<file path="src/rtl/clock_enable_gen.sv">
// Multi-rate clock-enable generator: CPU (run-time selectable rate, wait-stretchable),
// pixel and PSG single-cycle enables, all derived from one master clock domain.
module clock_enable_gen #(
    parameter int unsigned CNT_W     = 4,
    parameter int unsigned CPU_SHIFT = 3,
    parameter int unsigned PIX_SHIFT = 2,
    parameter int unsigned PSG_SHIFT = 4,
    parameter int unsigned MAX_SPEED = 2
) (
    input  logic       clock,
    input  logic       reset,
    input  logic [1:0] speed,
    input  logic       cpu_wait,
    output logic       cep_cpu,
    output logic       cen_cpu,
    output logic       ce_pix,
    output logic       ce_psg,
    output logic [1:0] speed_act
);

    typedef logic [CNT_W-1:0]     cnt_t;
    typedef logic [CPU_SHIFT-1:0] cpu_cnt_t;

    localparam cpu_cnt_t   CpuHalf = cpu_cnt_t'(1) << (CPU_SHIFT - 1);
    localparam logic [1:0] MaxSpd  = 2'(MAX_SPEED);

    cnt_t       cnt_q, cnt_d;
    cpu_cnt_t   cpu_cnt_q, cpu_cnt_d;
    logic [1:0] speed_act_d;
    logic [1:0] spd_req;
    logic [1:0] step;
    logic       cep_d, cen_d, pix_d, psg_d;

    always_comb begin
        spd_req     = (speed > MaxSpd) ? MaxSpd : speed;
        cnt_d       = cnt_q + cnt_t'(1);
        pix_d       = (cnt_q[PIX_SHIFT-1:0] == '0);
        psg_d       = (cnt_q[PSG_SHIFT-1:0] == '0);
        cep_d       = 1'b0;
        cen_d       = 1'b0;
        cpu_cnt_d   = cpu_cnt_q;
        speed_act_d = speed_act;
        step        = speed_act;
        // A held phase keeps any due enable pending until wait drops.
        if (!cpu_wait) begin
            cep_d = (cpu_cnt_q == '0);
            cen_d = (cpu_cnt_q == CpuHalf);
            // Rate changes only at the cycle boundary keep cpu_cnt a multiple of the step.
            if (cpu_cnt_q == '0) begin
                speed_act_d = spd_req;
                step        = spd_req;
            end
            cpu_cnt_d = cpu_cnt_q + (cpu_cnt_t'(1) << step);
        end
    end

    always_ff @(posedge clock or negedge reset) begin
        if (!reset) begin
            cnt_q     <= '0;
            cpu_cnt_q <= '0;
            speed_act <= 2'd0;
            cep_cpu   <= 1'b0;
            cen_cpu   <= 1'b0;
            ce_pix    <= 1'b0;
            ce_psg    <= 1'b0;
        end else begin
            cnt_q     <= cnt_d;
            cpu_cnt_q <= cpu_cnt_d;
            speed_act <= speed_act_d;
            cep_cpu   <= cep_d;
            cen_cpu   <= cen_d;
            ce_pix    <= pix_d;
            ce_psg    <= psg_d;
        end
    end

endmodule

</file>
<file path="config.mk">
export PLATFORM = sky130hd
export DESIGN_NAME = clock_enable_gen
export DESIGN_NICKNAME = d
export VERILOG_FILES = /design/src/rtl/clock_enable_gen.sv
export SDC_FILE = /design/constraint.sdc
export NUM_CORES = 1
export LEC_CHECK = 0
export ABC_AREA = 1
export CAP_MARGIN = 0
export CORE_MARGIN = 2
export CORE_UTILIZATION = 40
export DETAILED_ROUTE_END_ITERATION = 7
export GPL_TIMING_DRIVEN = 0
export PLACE_DENSITY_LB_ADDON = 0.3
export SLEW_MARGIN = 20
export SYNTH_ARGS = -nofsm -noshare
export SYNTH_HDL_FRONTEND = slang
export SYNTH_SLANG_ARGS = --single-unit
</file>
<file path="constraint.sdc">
create_clock -name clock -period 2.6 [get_ports clock]
set_clock_uncertainty 0.15 [all_clocks]
set_input_delay 0.78 -clock clock [delete_from_list [all_inputs] [get_ports clock]]
set_output_delay 0.78 -clock clock [all_outputs]
set_load 0.01 [all_outputs]
</file>
==> metrics.txt, run 1 <==
largest net degree at the start of global routing 14; Max-slew headroom 62.9%; drt first pass iters 4; Rows 13; post-synth top area share 54.1%; initial antenna violation count 0; synth unique cells 16; cell taking the most area after synthesis dfrtp_1; Post-Syn Instances 61; fillcell total 125; commonest non-fill, non-tap cells in the layout dfrtp_1, nand2_1, inv_1; hold path endpoint cpu_cnt_q[2]; element type at the critical path end flip-flop; Ys Warns 0; FF-to-FF Start cpu_cnt_q[1]; critical path launch point type primary input; Hold Path Class flip-flop to flip-flop; compound-gate portion of the synthesized area 2.49%; depth of the CTS H-tree 1; final slew viol count 0; Starting Density 44.6%; Max rail drop VDD 0.000655 V; gr usage total 12.4%; hold_sp cpu_cnt_q[2]; DIE WIDTH 42.8 um; crit-path max FO 3; period utilisation layout 92.8%; Reg2Reg Depth 12; XOR/XNOR Fraction of Synth Area 2.91%; Die ar. 1830 um2; CP Data Required Time 2.61 ns; Pwr per Cell Area 978 nW/um2; Antenna Cells 0; Avg Cell Area, Syn 9.87 um2; Post-Place Worst Slack -0.313 ns; post-route minimum period 2.41 ns; via count 419; CTS sink cnt 13; first-pass GRT wire length 1660 um; wire per inst 10.3 um; grt total ovfl 0; Critical Path AT 2.42 ns; Die Ht 42.8 um; Final #Nets 85; port bufs 10; Worst Hold Depth 2; share of post-route cells with drive strength above 1 13.3%; sequential share of the synthesized area 54.1%; vias per std cell 4.66; Synth area leaders dfrtp_1, nand2_1, inv_1; Adder-Cell Fraction of Synth Area 9.56%; RSZ-0062 raised after global routing no; final wirelength 927 um; reg2reg setup slack 0.56 ns; Hold Vio Cnt, Final 0; CP Class primary input to flip-flop; IO Count 11; Layout Utilization 55.7%; maximum root-to-sink buffer count 2; number of global-route vias before repair 418; outcome complete, no violations; initial DRC count 5; most common cell after layout, fill and taps aside dfrtp_1; Hold WS 0.323 ns; Routed Antenna Nets 0; clk slew on worst S/H paths 0.07 ns; post-synthesis simple-gate area fraction 24.1%; detailed placement HPWL 742 um; Max Cap Viol 0; Residual DRC 0; main combinational cell family by area after synthesis simple AND/OR/NAND/NOR gates; CTS Root Cell clkbuf_4; Clk Latency, worst-skew pair 0.26 ns; fmax 0.414 GHz; Placer Congestion 0.663; Worst R2R End cpu_cnt_q[2]; final setup violating endpoints 0; P&R area growth vs syn 24.9%; Post-Syn Area 602 um2; fin worst setup slack 0.187 ns; CTS buffer count 3; Yosys reg bits 13; multiplexer area fraction after synthesis 0%; CORE AREA 1350 um2; CTS tree yes; leak pwr 0.391 nW; Worst Tran Pin Value 0.555 ns; syn nets 70
==> metal layers <==
| layer | routed length, um | vias up | global-route usage, % |
|---|---|---|---|
| met3 | 79 | 0 | 7.66 |
| met1 | 410 | 189 | 14.9 |
| met5 | 0 | - | 0 |
| met4 | 0 | 0 | 1.88 |
| met2 | 437 | 13 | 19.4 |
| li1 | - | 217 | - |
==> sequential cells by signal (all words and copies together) (netlist names) <==
| name | cells |
|---|---|
| ce_pix | 1 |
| cpu_cnt_q | 3 |
| speed_act | 2 |
| cen_cpu | 1 |
| cep_cpu | 1 |
| ce_psg | 1 |
| cnt_q | 4 |
==> cell type report <==
| cell class | count | area, um2 | share of cell area [%] |
|---|---|---|---|
| sequential | 13 | 325 | 43.3 |
| multi-input combinational | 37 | 238 | 31.6 |
| clock buffer | 4 | 26.3 | 3.49 |
| timing repair buffer | 10 | 103 | 13.6 |
| inverter | 11 | 41.3 | 5.49 |
| tap | 15 | 18.8 | 2.50 |
==> repair_timing <==
action | CTS | global route
buffers inserted | 0 | 0
hold buffers | 0 | 0
setup endpoints to repair | 1 | 2
hold endpoints to repair | 0 | 0
resized for setup | 1 | 1
==> worst max-delay path, cell delays in order <==
cell	delay [ns]
clkdlybuf4s50_1	0.39
nand2_1	0.09
nand3_1	0.08
nand2_2	0.09
inv_1	0.05
nor2_1	0.08
ha_1	0.15
inv_1	0.05
fa_2	0.33
inv_1	0.06
nand3_1	0.10
nand4_1	0.10
nand2_1	0.06
==> stage by stage <==
step / cell area (um2) / instances / power [mW] / TNS, ns
final: 752 / 90 / 0.736 / 0
after global routing: 752 / 90 / 0.815 / 0
after CTS: 749 / 90 / 0.751 / 0
after detailed placement: 721 / 86 / 0.626 / -0.491
after global placement: 721 / 86 / 0.615 / -0.409
after floorplan: 602 / 61 / 0.521 / 0
==> kinds of logic (layout without fill, tap and decap cells) <==
| logic type | count (synthesis) | count (layout) |
|---|---|---|
| fa+ha+maj | 4 | 4 |
| xor+xnor | 2 | 2 |
| simple gates | 28 | 28 |
| buf+inv | 11 | 25 |
| flops | 13 | 13 |
| compound gates | 3 | 3 |
==> where the power goes <==
part / leakage (nW) / internal (mW) / total, mW / switching, mW
sequential: 0.160 / 0.248 / 0.288 / 0.0398
combinational: 0.216 / 0.142 / 0.330 / 0.188
clock: 0.0150 / 0.0593 / 0.117 / 0.0580
total: 0.391 / 0.450 / 0.736 / 0.286
==> synthesized netlist by cell type (all sizes together) <==
| cell | number |
|---|---|
| nor2 | 2 |
| nand4 | 1 |
| inv | 11 |
| dfrtp | 13 |
| nor4 | 1 |
| o21ai | 3 |
| nand3 | 7 |
| xnor2 | 1 |
| fa | 1 |
| ha | 3 |
| nor3b | 1 |
| xor2 | 1 |
| nand2 | 16 |
==> worst max-delay path by stage <==
stage / from / end / slack (ns)
floorplan: speed[1] / cpu_cnt_q[2] / 0.38
global placement: speed[1] / cpu_cnt_q[2] / -0.27
detailed placement: speed[1] / cpu_cnt_q[2] / -0.31
CTS: speed[1] / cpu_cnt_q[2] / 0.02
global route: speed[0] / cpu_cnt_q[2] / 0.05
finish: speed[0] / cpu_cnt_q[2] / 0.19
Note: power is estimated with default switching activity, not from simulation.
==> run 2, diff against run 1 <==
--- a/config.mk
+++ b/config.mk
@@ -7,6 +7,5 @@
 export LEC_CHECK = 0
 export ABC_AREA = 1
-export CAP_MARGIN = 0
-export CORE_MARGIN = 2
+export CORE_MARGIN = 3
 export CORE_UTILIZATION = 40
 export DETAILED_ROUTE_END_ITERATION = 7
--- a/constraint.sdc
+++ b/constraint.sdc
@@ -3,3 +3,3 @@
 set_input_delay 0.78 -clock clock [delete_from_list [all_inputs] [get_ports clock]]
 set_output_delay 0.78 -clock clock [all_outputs]
-set_load 0.01 [all_outputs]
+set_load 0.005 [all_outputs]
==> run 2 against run 1 <==
Against the previous run:
- fmax about the same
- cell count up 1.1%
- utilization rose by 0.56 points
- highest routed layer unchanged
- largest power group unchanged
- total power increased by 3.3%
- non-clock buffer count is 1 higher
==> metrics.txt, run 2 (synthesis results as in run 1) <==
Hold Path Class flip-flop to flip-flop; via count 426 (+1.7%); Non-Filler Instances 91 (+1.1%); drt first pass iters 3 (-1); Clk Latency, worst-skew pair 0.27 ns (about the same); wire per inst 10.5 um (+1.6%); max reg flops 4 (unchanged); Starting Density 44.6% (unchanged); slowest cell on the critical path clkdlybuf4s50_1; Worst Hold Depth 1 (-1); Cells after DPL 86 (unchanged); most common cell after layout, fill and taps aside dfrtp_1; CP Class primary input to flip-flop; Layout Utilization 56.3% (+0.56 points); Die ar. 2010 um2 (+9.6%); Critical Path AT 2.46 ns (+0.04 ns); max incr delay on CP 0.39 ns (about the same); vias per std cell 4.68 (+0.55%); gr usage total 12.3% (-0.10 points); Top Registers cnt_q x4, cpu_cnt_q x3, speed_act x2; outcome complete, no violations; post-route minimum period 2.41 ns (-0.00138 ns); commonest non-fill, non-tap cells in the layout dfrtp_1, nand2_1, inv_1; Rows 13 (unchanged); CORE AREA 1350 um2 (unchanged); Worst Tran Pin Value 0.550 ns (-0.00444 ns); crit-path cells clkdlybuf4s50_1 > nand2_1 > nand3_1 > nand2_2 > inv_1 > nor2_1 > ha_1 > inv_1 > fa_2 > inv_1 > nand3_1 > nand3_1 > nand2_1 > nand2_1; Pwr per Cell Area 1000 nW/um2 (+2.3%); Max rail drop VDD 0.000556 V (-15%); Max-slew headroom 63.2% (+0.30 points); RSZ-0062 raised after global routing no; fmax 0.415 GHz (about the same); initial DRC count 5 (unchanged); CP Data Required Time 2.65 ns (+0.04 ns); CTS tree yes; critical path depth 14 (+1); Reg2Reg Depth 13 (+1); number of global-route vias before repair 421 (+0.72%); maximum root-to-sink buffer count 2 (unchanged); Residual DRC 0 (unchanged); port bufs 10 (unchanged); depth of the CTS H-tree 1 (unchanged); initial antenna violation count 0 (unchanged); leak pwr 0.395 nW (+1.2%); IO Count 11 (unchanged); CP top delay family simple AND/OR/NAND/NOR gates; Final #Nets 86 (+1.2%); element type at the critical path end flip-flop; final slew viol count 0 (unchanged); critical path launch point type primary input; largest net degree at the start of global routing 14 (unchanged); final wirelength 952 um (+2.7%); CTS buffer count 3 (unchanged); detailed placement HPWL 705 um (-4.9%); Placer Congestion 0.743 (+12%); CP bufs+invs 4 (unchanged); CTS Root Cell clkbuf_4; Die Ht 44.8 um (+4.7%); CTS sink cnt 13 (unchanged); Routed Antenna Nets 0 (unchanged); Hold Vio Cnt, Final 0 (unchanged); clk slew on worst S/H paths 0.08 ns (about the same); first-pass GRT wire length 1770 um (+6.3%); share of post-route cells with drive strength above 1 14.5% (+1.1 points); Antenna Cells 0 (unchanged); DIE WIDTH 44.8 um (+4.7%); crit-path max FO 2 (-1); Biggest register cnt_q; fillcell total 131 (+4.8%); Max Cap Viol 0 (unchanged); grt total ovfl 0 (unchanged); CTS Hold Buffers Added 0 (unchanged); period utilisation layout 92.8% (about the same); P&R area growth vs syn 26.2%; final setup violating endpoints 0 (unchanged)
[run 2: changes by cell type in the layout (fill, tap and decap cells not counted)]
cell and delta:
buf_4 +1
[run 2: power by group]
group | leakage (nW) | internal, mW | switching [mW]
Clock | 0.0150 | 0.0594 | 0.0616
Sequential | 0.160 | 0.248 | 0.0439
Combinational | 0.220 | 0.159 | 0.188
Total | 0.395 | 0.467 | 0.293
[run 2: path summary, 6_finish.rpt]
| check | from | endpoint | slack [ns] |
|---|---|---|---|
| min in group asynchronous | reset | cnt_q[2] | 0.71 |
| setup / recovery | speed[0] | cpu_cnt_q[2] | 0.19 |
| max in group asynchronous | reset | speed_act[0] | 1.22 |
| hold / removal | cnt_q[3] | ce_psg | 0.31 |
| setup reg to reg | cpu_cnt_q[1] | cpu_cnt_q[2] | 0.52 |
| hold reg to reg | cnt_q[3] | ce_psg | 0.31 |
[run 2: area by class of cell]
cell class                 count  area (um2)  area share, %
inverter                      11        41.3           5.44
tap                           15        18.8           2.47
clock buffer                   4        26.3           3.46
multi-input combinational     37         238           31.3
timing repair buffer          11         110           14.5
sequential                    13         325           42.8
[run 2: layer usage]
layer / routed length, um / vias to the layer above / global-route usage (%)
li1: - / 221 / -
met3: 109 / 0 / 7.97
met4: 0 / 0 / 1.75
met5: 0 / - / 0
met2: 405 / 14 / 17.8
met1: 436 / 191 / 16.0
[run 2: repair_timing]
item,CTS,global route
setup buffers,0,1
pin swaps,1,1
endpoints found under the setup margin,1,2
resized for setup,1,1
[run 2: stage by stage]
| step | power (mW) | setup slack (ns) | hold WS, ns | setup TNS (ns) | area [um2] |
|---|---|---|---|---|---|
| 2_1_floorplan | 0.513 | 0.380 | 0.280 | 0 | 602 |
| 5_1_grt | 0.837 | 0.0483 | 0.336 | 0 | 759 |
| 4_1_cts | 0.755 | 0.00429 | 0.315 | 0 | 749 |
| 3_5_place_dp | 0.620 | -0.300 | 0.302 | -0.462 | 721 |
| 6_report | 0.760 | 0.188 | 0.311 | 0 | 759 |
| 3_3_place_gp | 0.605 | -0.246 | 0.301 | -0.371 | 721 |
==> run 3, diff against run 2 <==
DONT_BUFFER_PORTS = 1   (was not set)
clock period = 2.5 ns   (was 2.6 ns; I/O delays follow)
==> run 3 against run 2 <==
Against the previous run:
- first-iteration DRC count unchanged
- clock-buffer cell count did not move
- routed wire length fell by 7.4%
- cell count down 11%
- hold slack about the same
- via count down 9.4%
- sequential power is 5% higher
- global-route usage is 2.0 points lower
- critical path type is now flip-flop to flip-flop
==> metrics.txt, run 3 (synthesis results as in run 1) <==
max reg flops 4 (unchanged); commonest non-fill, non-tap cells in the layout dfrtp_1, nand2_1, inv_1; via count 386 (-9.4%); Biggest register cnt_q; depth of the CTS H-tree 1 (unchanged); critical path launch point type flip-flop; postcts setup bufs 0 (unchanged); share of post-route cells with drive strength above 1 13.6% (-0.84 points); Final #Nets 76 (-12%); post-route minimum period 2.10 ns; CP Class flip-flop to flip-flop; CORE AREA 1350 um2 (unchanged); drt first pass iters 4 (+1); detailed placement HPWL 665 um (-5.7%); Critical Path AT 2.11 ns (-0.35 ns); maximum root-to-sink buffer count 2 (unchanged); Worst Tran Pin Value 0.565 ns (+0.0145 ns); Rows 13 (unchanged); Setup TNS 0 ns (unchanged); post-cts repair resize count 0 (-1); Routed Antenna Nets 0 (unchanged); port bufs 0 (-10); CP bufs+invs 3 (-1); fin worst setup slack 0.396 ns (+0.208 ns); Placer Congestion 0.695 (-6.6%); largest net degree at the start of global routing 14 (unchanged); Top Registers cnt_q x4, cpu_cnt_q x3, speed_act x2; Hold Vio Cnt, Final 0 (unchanged); fillcell total 129 (-1.5%); Starting Density 44.6% (unchanged); Residual DRC 0 (unchanged); initial antenna violation count 0 (unchanged); leak pwr 0.347 nW (-12%); crit-path max FO 4 (+2); RSZ-0062 raised after global routing no; DIE WIDTH 44.8 um (unchanged); final slew viol count 0 (unchanged); outcome complete, no violations; CP top delay family simple AND/OR/NAND/NOR gates; clk slew on worst S/H paths 0.08 ns (about the same); Hold Path Class flip-flop to flip-flop; wire per inst 10.9 um (+4.1%); Max-slew headroom 62.2% (-0.98 points); CTS tree yes; most frequent cell on the critical path inv_1; Antenna Cells 0 (unchanged); CTS sink cnt 13 (unchanged); grt total ovfl 0 (unchanged); final wirelength 882 um (-7.4%); gr usage total 10.3% (-2.0 points); CTS buffer count 3 (unchanged); element type at the critical path end flip-flop; first-pass GRT wire length 1470 um (-17%); period utilisation layout 84.2%; fmax 0.475 GHz; Pwr per Cell Area 1080 nW/um2 (+7.5%); final setup violating endpoints 0 (unchanged); slowest cell on the critical path dfrtp_1; Post-Place Worst Slack 0.180 ns (+0.480 ns); CP Data Required Time 2.51 ns (-0.14 ns); vias per std cell 4.77 (+1.8%); max incr delay on CP 0.44 ns (+0.05 ns); P&R area growth vs syn 9.15%; Max rail drop VDD 0.000431 V (-22%); CTS Hold Buffers Added 0 (unchanged); IO Count 11 (unchanged); Clk Latency, worst-skew pair 0.27 ns (about the same); CTS Root Cell clkbuf_4; Die ar. 2010 um2 (unchanged); initial DRC count 5 (unchanged); most common cell after layout, fill and taps aside dfrtp_1; Die Ht 44.8 um (unchanged); number of global-route vias before repair 370 (-12%); crit-path cells nor2_4 > nand3_1 > nand2_2 > inv_1 > nor2_1 > ha_1 > inv_1 > fa_1 > inv_1 > nand3_1 > nand4_1 > nand2_1; Max Cap Viol 0 (unchanged)
## run 3: cell count changes in the layout (fill, tap and decap cells not counted), sizes merged
cell	change
clkdlybuf4s50	-9
buf	-1
dlygate4sd3	+1
dlymetal6s2s	-1
## run 3: metal layers
metal | GRT usage, % | share of wire (%) | vias to the layer above
met4 | 3.51 | 0 | 0
met5 | 0 | 0 | -
li1 | - | - | 199
met2 | 16.0 | 41 | 13
met1 | 12.1 | 50 | 174
met3 | 5.58 | 8.2 | 0
## run 3: path summary, 6_finish.rpt
| kind | start | end | slack, ns | cells after the start |
|---|---|---|---|---|
| max in group asynchronous | reset | cnt_q[2] | 1.07 | 1 |
| worst max register to register | cpu_cnt_q[1] | cpu_cnt_q[2] | 0.40 | 12 |
| worst max-delay path | cpu_cnt_q[1] | cpu_cnt_q[2] | 0.40 | 12 |
| min in group asynchronous | reset | cpu_cnt_q[1] | 0.76 | 1 |
| worst min register to register | cnt_q[3] | ce_psg | 0.31 | 1 |
| worst min-delay path | cnt_q[3] | ce_psg | 0.31 | 1 |
## run 3: stage by stage
step | area (um2) | utilization, % | hold slack (ns) | power (mW) | cells
after floorplan | 602 | - | 0.280 | 0.533 | 61
after global placement | 621 | 46.0 | 0.300 | 0.578 | 76
after detailed placement | 621 | 46.0 | 0.302 | 0.587 | 76
after CTS | 647 | 47.9 | 0.00176 | 0.719 | 80
after global routing | 657 | 48.7 | 0.338 | 0.784 | 81
final | 657 | 48.7 | 0.311 | 0.706 | 81
## run 3: layout make-up
type | count | area, um2 | share of cell area (%)
sequential | 13 | 325 | 49.5
multi-input combinational | 37 | 235 | 35.8
inverter | 11 | 41.3 | 6.29
clock buffer | 4 | 26.3 | 4.00
tap | 15 | 18.8 | 2.86
timing repair buffer | 1 | 10.0 | 1.52
## run 3: where the power goes
group / switching, mW / total, mW / internal [mW]
Combinational: 0.169 / 0.274 / 0.105
Sequential: 0.0485 / 0.307 / 0.258
Clock: 0.0637 / 0.125 / 0.0617
## run 3: worst reg2reg max path: cells and delay by family (launching register included)
family	cells	cell delay [ns]
flip-flops	1	0.44
adder cells (fa/ha/maj)	2	0.53
AND/OR/NAND/NOR	7	0.72
buffers and inverters	3	0.16
